$ cat src/rtl/i2c_regfile_arbiter.sv
// i2c_regfile_arbiter: 16-byte register file shared by the I2C slave engine (S)
// and a local host port (H). Fixed priority to S with a starvation guard for H,
// one single-byte access in flight at a time, optional write-protect on S writes.
//
// state | meaning
// ------+-----------------------------------------------------------
// IDLE  | no access in flight; arbitrate s_req/h_req
// ACC_S | S command captured; memory access at the edge leaving it
// ACC_H | H command captured; memory access at the edge leaving it
// ACK   | ack pulse to the owning port; req ignored so no double grant
module i2c_regfile_arbiter #(
    parameter int ADDR_W     = 4,
    parameter int DATA_W     = 8,
    parameter int DEPTH      = 16,
    parameter int STARVE_LIM = 3,
    parameter logic [ADDR_W-1:0] WP_LO = 4'hC,
    parameter logic [ADDR_W-1:0] WP_HI = 4'hF
) (
    input  logic              Clk,
    input  logic              Rst_n,
    input  logic              s_req,
    input  logic              s_we,
    input  logic [ADDR_W-1:0] s_addr,
    input  logic [DATA_W-1:0] s_wdata,
    output logic              s_ack,
    output logic [DATA_W-1:0] s_rdata,
    input  logic              h_req,
    input  logic              h_we,
    input  logic [ADDR_W-1:0] h_addr,
    input  logic [DATA_W-1:0] h_wdata,
    output logic              h_ack,
    output logic [DATA_W-1:0] h_rdata,
    input  logic              wp_en,
    output logic              wp_hit,
    output logic              busy
);

    localparam int SC_W = $clog2(STARVE_LIM + 1);
    localparam logic [SC_W-1:0] SC_LIM = SC_W'(STARVE_LIM);

    typedef enum logic [1:0] {IDLE, ACC_S, ACC_H, ACK} state_t;

    state_t            state, state_nxt;
    logic [DATA_W-1:0] mem [DEPTH];
    logic              cmd_we;
    logic [ADDR_W-1:0] cmd_addr;
    logic [DATA_W-1:0] cmd_wdata;
    logic              own_h;
    logic              wp_drop;
    logic [SC_W-1:0]   starve_cnt;
    logic              grant_s, grant_h;
    logic              in_range, wp_window, wp_block;
    logic [DATA_W-1:0] rd_val;

    // Address qualification of the captured command
    always_comb begin
        in_range  = 32'(cmd_addr) < 32'(DEPTH);
        wp_window = (32'(cmd_addr) >= 32'(WP_LO)) && (32'(cmd_addr) <= 32'(WP_HI));
        wp_block  = !own_h && wp_en && wp_window;
        rd_val    = in_range ? mem[cmd_addr] : '0;
    end

    // Next-state and grant decode; H only wins a tie once S has starved it
    always_comb begin
        state_nxt = state;
        grant_s   = 1'b0;
        grant_h   = 1'b0;
        case (state)
            IDLE: begin
                if (h_req && (!s_req || starve_cnt == SC_LIM)) begin
                    grant_h   = 1'b1;
                    state_nxt = ACC_H;
                end else if (s_req) begin
                    grant_s   = 1'b1;
                    state_nxt = ACC_S;
                end
            end
            ACC_S, ACC_H: state_nxt = ACK;
            ACK:          state_nxt = IDLE;
            default:      state_nxt = IDLE;
        endcase
    end

    // State register
    always_ff @(posedge Clk or negedge Rst_n) begin
        if (!Rst_n) state <= IDLE;
        else        state <= state_nxt;
    end

    // Command capture at the grant edge and starvation counter
    always_ff @(posedge Clk or negedge Rst_n) begin
        if (!Rst_n) begin
            cmd_we     <= 1'b0;
            cmd_addr   <= '0;
            cmd_wdata  <= '0;
            own_h      <= 1'b0;
            starve_cnt <= '0;
        end else if (state == IDLE) begin
            if (grant_h) begin
                own_h      <= 1'b1;
                cmd_we     <= h_we;
                cmd_addr   <= h_addr;
                cmd_wdata  <= h_wdata;
                starve_cnt <= '0;
            end else if (grant_s) begin
                own_h     <= 1'b0;
                cmd_we    <= s_we;
                cmd_addr  <= s_addr;
                cmd_wdata <= s_wdata;
                if (h_req && starve_cnt != SC_LIM) starve_cnt <= starve_cnt + 1'b1;
            end
            if (!h_req) starve_cnt <= '0;
        end
    end

    // Memory access; read data registers hold until the next read on that port
    always_ff @(posedge Clk or negedge Rst_n) begin
        if (!Rst_n) begin
            for (int i = 0; i < DEPTH; i++) mem[i] <= '0;
            s_rdata <= '0;
            h_rdata <= '0;
            wp_drop <= 1'b0;
        end else if (state == ACC_S || state == ACC_H) begin
            wp_drop <= cmd_we && wp_block;
            if (cmd_we) begin
                if (in_range && !wp_block) mem[cmd_addr] <= cmd_wdata;
            end else if (own_h) begin
                h_rdata <= rd_val;
            end else begin
                s_rdata <= rd_val;
            end
        end
    end

    assign s_ack  = (state == ACK) && !own_h;
    assign h_ack  = (state == ACK) && own_h;
    assign wp_hit = s_ack && wp_drop;
    assign busy   = (state != IDLE);

endmodule

$ cat config.mk
export PLATFORM = sky130hd
export DESIGN_NAME = i2c_regfile_arbiter
export DESIGN_NICKNAME = d
export VERILOG_FILES = /design/src/rtl/i2c_regfile_arbiter.sv
export SDC_FILE = /design/constraint.sdc
export NUM_CORES = 1
export LEC_CHECK = 0
export BUFFER_PORTS_ARGS = -buffer_cell sky130_fd_sc_hd__buf_4
export CAP_MARGIN = 0
export CORE_ASPECT_RATIO = 0.5
export CORE_MARGIN = 5
export CORE_UTILIZATION = 25
export DETAILED_ROUTE_END_ITERATION = 8
export PLACE_DENSITY_LB_ADDON = 0.05
export SKIP_CTS_REPAIR_TIMING = 1
export SYNTH_ARGS = -nofsm -noshare
export SYNTH_HDL_FRONTEND = slang
export SYNTH_SLANG_ARGS = --single-unit
$ cat constraint.sdc
create_clock -name Clk -period 5.54 [get_ports Clk]
set_clock_uncertainty 0.15 [all_clocks]
set_input_delay 1.108 -clock Clk [delete_from_list [all_inputs] [get_ports Clk]]
set_output_delay 1.108 -clock Clk [all_outputs]
set_load 0.02 [all_outputs]
# [Word level (Yosys, flattened, before mapping)]
# Cells that the tools add are included.
[op_classes] order_cmp=3 addsub=1 reduce_logical=22 n_eq_ne=8 muxes=26 n_bitwise=4
[ops] op="bitwise mux 128 bit" count=1
[ops] op="two-way mux 8 bit" count=5
[ops] op="binary-select mux 8 bit (select 4 bit)" count=1
[ops] op="demux 8 bit (select 4 bit)" count=1
[ops] op="two-way mux 2 bit" count=6
[ops] op="AND reduction 3 bit" count=4
[ops] op="logical AND 1 bit" count=9
[ops] op="two-way mux 1 bit" count=9
[ops] op="two-way mux 4 bit" count=2
[ops] op="== test 2 bit, second input constant" count=3
[ops] op="!= test 3 x 1 -> 1 bit, second input constant" count=2
[ops] op="one-hot mux 2 bit (3 select lines)" count=1
[ops] op=">= comparator 5 bit, second input constant" count=1
[ops] op="< comparator 5 x 1 -> 1 bit, second input constant" count=1
[ops] op="NOT 4 -> 5 bit" count=1
[ops] op=">= comparator 4 bit, second input constant" count=1
[ops] op="nonzero test 2 bit" count=2
[ops] op="!= test 3 bit, second input constant" count=1
[ops] op="NOT 1 bit" count=3
[ops] op="adder 2 x 1 -> 2 bit, second input constant" count=1
[ops] op="== test 2 x 1 -> 1 bit, second input constant" count=1
[ops] op="zero test 1 bit" count=2
[ops] op="zero test 2 bit" count=1
[ops] op="logical OR 1 bit" count=2
[ops] op="3 further kinds" count=3
[word_totals] ff_bits=163

# [Longest topological paths before layout]
[logic_depth] ltp_word=8 mapped_depth=8 depth_no_buf=6

# [Least setup slack after synthesis]
# OpenSTA, ideal clock, no wires.
[synth_path] path_type="input port to flip-flop" start="input port wp_en" end="register mem[24] (netlist bit)" setup_slack_ns=2.965 required_time_ns=5.265 path_buffers=1 setup_time_ns=0.125 path_stages=5 arrival_ns=2.300 path_cell_list="nand2b_1 or3b_1 buf_4 nor3_4 mux2_2"
[synth_between] elab_chain_len=4
[synth_lines] item="start, declared" line_no="33" source="input logic wp_en,"
[synth_lines] item="logical AND 1 bit (2 in a row)" line_no="59" source="wp_block = !own_h && wp_en && wp_window;"
[synth_lines] item="NOT 1 bit (no source line)"
[synth_lines] item="AND reduction 3 bit (no source line)"
[synth_lines] item="end signal, assigned by index" line_no="126" source="if (in_range && !wp_block) mem[cmd_addr] <= cmd_wdata;"
[synth_lines] item="end, declared" line_no="44" source="logic [DATA_W-1:0] mem [DEPTH];"
# Every way passes these cells.
# A chain may end at the register's enable or synchronous reset.

# [Worst setup path in the final report]
[layout_path] start="register cmd_addr[2]" end="register h_rdata[1]"
[layout_between] elab_chain_len=4
[layout_lines] item="start, declared" line_no="46" source="logic [ADDR_W-1:0] cmd_addr;"
[layout_lines] item="start signal, assigned" line_no="102" source="cmd_addr <= h_addr;"
[layout_lines] item="start signal, assigned" line_no="108" source="cmd_addr <= s_addr;"
[layout_lines] item="NOT 4 -> 5 bit (not written as such)" line_no="60" source="rd_val = in_range ? mem[cmd_addr] : '0;"
[layout_lines] item="binary-select mux 8 bit (select 4 bit)" line_no="60"
[layout_lines] item="two-way mux 8 bit (not written as such) (2 in a row)" line_no="60"
[layout_lines] item="end signal, assigned" line_no="128" source="h_rdata <= rd_val;"
[layout_lines] item="end, declared" line_no="32" source="output logic [DATA_W-1:0] h_rdata,"
# Every way passes these cells. The select of a mux whose other input is x is not followed.

==> impl_metrics.env <==
export IMPL_dp_hpwl_mm=13.8
export IMPL_antenna_found_initial=0
export IMPL_drive_gt1_frac=0.406
export IMPL_core_um2=29200
export IMPL_dr_pass1_iters=4
export IMPL_ios=51
export IMPL_synth_fp_nets=590
export IMPL_min_period_ps=2880
export IMPL_share_comb_of_total_power=0.326
export IMPL_start_util=0.256
export IMPL_placementRows=44
export IMPL_ys_warn_count=0
export IMPL_root_buffer="clkbuf_16"
export IMPL_syn_cell_area_um2=7470
export IMPL_yosysMostFrequentCell="dfrtp_1"
export IMPL_wl_met3_um=504
export IMPL_total_power_mw=5.20
export IMPL_place_area_um2=8230
export IMPL_power_switching_mw=1.91
export IMPL_crit_type="register to register"
export IMPL_ys_ff_latch=163
export IMPL_power_frac_clock=0.248
export IMPL_ctsLongestPathBuffers=2
export IMPL_overflow=0
export IMPL_cts_made_buffers=17
export IMPL_synth_enable_flop_cells=0
export IMPL_fin_area_um2=8860
export IMPL_cts_sinks=163
export IMPL_peakVddDrop_uv=215
export IMPL_tns_ps=0
export IMPL_fin_crit_sh=0.519
export IMPL_power_density_nw_per_um2=586
export IMPL_power_report_internal_total_mw=3.29
export IMPL_netSwitchingFraction=0.367
export IMPL_grt_pass1_wl_mm=33.0
export IMPL_grt_pass1_vias=4932
export IMPL_slew_headroom=0.272
export IMPL_outcome="finished clean"
export IMPL_min_path_type="register to register"
export IMPL_clk_pin_slew_worst_paths_ps=70
export IMPL_ys_top_cells_by_count="163 x dfrtp_1, 136 x mux2_2, 35 x nand2_1"
export IMPL_viasPerCell=4.55
export IMPL_critPathArrivalTime_ps=3050
export IMPL_syn2layout_area_growth_pct=18.6
export IMPL_drc=0
export IMPL_wl_mm=21.1
export IMPL_cp_max_fo=32
export IMPL_routed_via_count=4543
export IMPL_die_y_um=132
export IMPL_ant_nets=0
export IMPL_yosys_area_top_type="dfrtp_1"
export IMPL_place_gp_congestion=0.696
export IMPL_die_width_um=254
export IMPL_wl_per_cell_um=21.2
export IMPL_cap_violations=0
export IMPL_grt_setup_unrepaired="no"
export IMPL_top_layer_used="met4"
export IMPL_layout_nets=628
export IMPL_synth_flop_cell="dfrtp_1"
export IMPL_drv_slew=0
export IMPL_setup_violations=0
export IMPL_htree_num_levels=4
export IMPL_synthTopCellsByArea="dfrtp_1 55%, mux2_2 20%, mux4_2 4.8%"
export IMPL_syn_inst=555
export IMPL_synthDistinctLibCells=35
export IMPL_max_slew_worst_pin_slew_ps=1090
export IMPL_cts_tree="built"
export IMPL_io_buffers=50
export IMPL_fmax_mhz=348
export IMPL_drt_iter0_drc=269
export IMPL_worstSetupStartpointType="register"
export IMPL_synth_top_area_share=0.546
export IMPL_avgSynthCellArea_um2=13.5
export IMPL_pwr_share_seq=0.426
export IMPL_clock_latency_ps=440
export IMPL_grt_start_max_net_pins=96
export IMPL_leakage_nw=4.05
export IMPL_track_usage=0.132
export IMPL_hold_viol=0
export IMPL_worstSetupEndpointType="register"
export IMPL_required_ps=5710
export IMPL_synthArstFlopShare=1.00
export IMPL_ys_seq_area_frac=0.546
export IMPL_wl_met2_mm=9.38
export IMPL_wl_met1_mm=11.0
export IMPL_dieArea_um2=33700
registers in the layout (all words and copies together), names as in the netlist:
signal and flops:
wp_drop 1, cmd_addr 4, mem 128, cmd_wdata 8, s_rdata 8, h_rdata 8, starve_cnt 2, state 2
cmd_we 1, own_h 1
through the flow:
stage	setup WS [ps]	std cells	hold slack [ps]	utilization
detailed placement	2530	965	341	0.281
global placement	2540	965	334	0.281
floorplan	2970	555	325	-
finish	2660	998	355	0.303
global route	2520	997	364	0.303
CTS	2610	997	357	0.303
area by class of cell:
type                       instances  area, um^2
tap                              391         489
inverter                           7        26.3
clock buffer                      17         425
timing repair buffer              54         422
clock inverter                    15         208
multi-input combinational        350        3210
antenna                            1        2.50
sequential                       163        4080
fill                            2909       20400
power by group through the flow:
stage	Combinational, mW	Clock (mW)	Sequential, mW
final	1.69	1.29	2.22
after floorplan	1.34	0	1.95
after global placement	1.72	0	2.26
after detailed placement	1.73	0	2.25
after global routing	1.87	1.38	2.30
after CTS	1.73	1.34	2.23
placed cells by master (no fill, tap or decap), types with 2 or more instances in the layout:
master and n:
mux2i_1 32, clkinvlp_4 4, bufinv_16 4, nand2b_1 7, nand4b_1 2, o21ai_0 17, dfrtp_1 162, inv_6 2
nand3_1 18, nor3_1 2, o22ai_1 13, a22oi_1 32, ha_1 4, nand4_1 2, mux4_2 16, nor2_1 12
inv_1 7, clkbuf_16 17, nand2_1 35, mux2_2 136, clkinv_4 4, nor2b_1 4, and2_1 3, buf_4 52
nor2_4 3
cells by family (layout without fill, tap and decap cells):
group | after synthesis | in the layout | share of synthesized area
multiplexers | 184 | 184 | 0.296
adder cells (fa/ha/maj) | 4 | 4 | 0.00670
AND/OR/NAND/NOR | 96 | 96 | 0.0685
AO/OA/AOI/OAI | 66 | 66 | 0.0579
buffers and inverters | 42 | 93 | 0.0248
other | 0 | 1 | 0
flip-flops | 163 | 163 | 0.546
worst max-delay path, cell delays in order, from the launching register on:
cell and delay [ps]:
dfrtp_4 800, buf_4 550, mux4_2 620, mux2_2 360, a22oi_1 170, nand2_1 80
metal layers:
metal	track usage	vias up
met3	0.0282	15
li1	-	2122
met5	0	-
met2	0.194	38
met4	0.0349	0
met1	0.198	2368
worst paths after layout:
check                                        start                  endpoint  slack (ps)  cells past startpoint
max                        cmd_addr[2]$_DFFE_PN0P_    h_rdata[1]$_DFFE_PN0P_        2660                      5
min in group asynchronous                    Rst_n  cmd_wdata[1]$_DFFE_PN0P_         610                      1
max reg2reg                cmd_addr[2]$_DFFE_PN0P_    h_rdata[1]$_DFFE_PN0P_        2660                      5
min                             mem[3]$_DFFE_PN0P_        mem[3]$_DFFE_PN0P_         360                      1
min reg2reg                     mem[3]$_DFFE_PN0P_        mem[3]$_DFFE_PN0P_         360                      1
max in group asynchronous                    Rst_n        mem[9]$_DFFE_PN0P_        3670                      2
(Power assumes the default switching activity.)
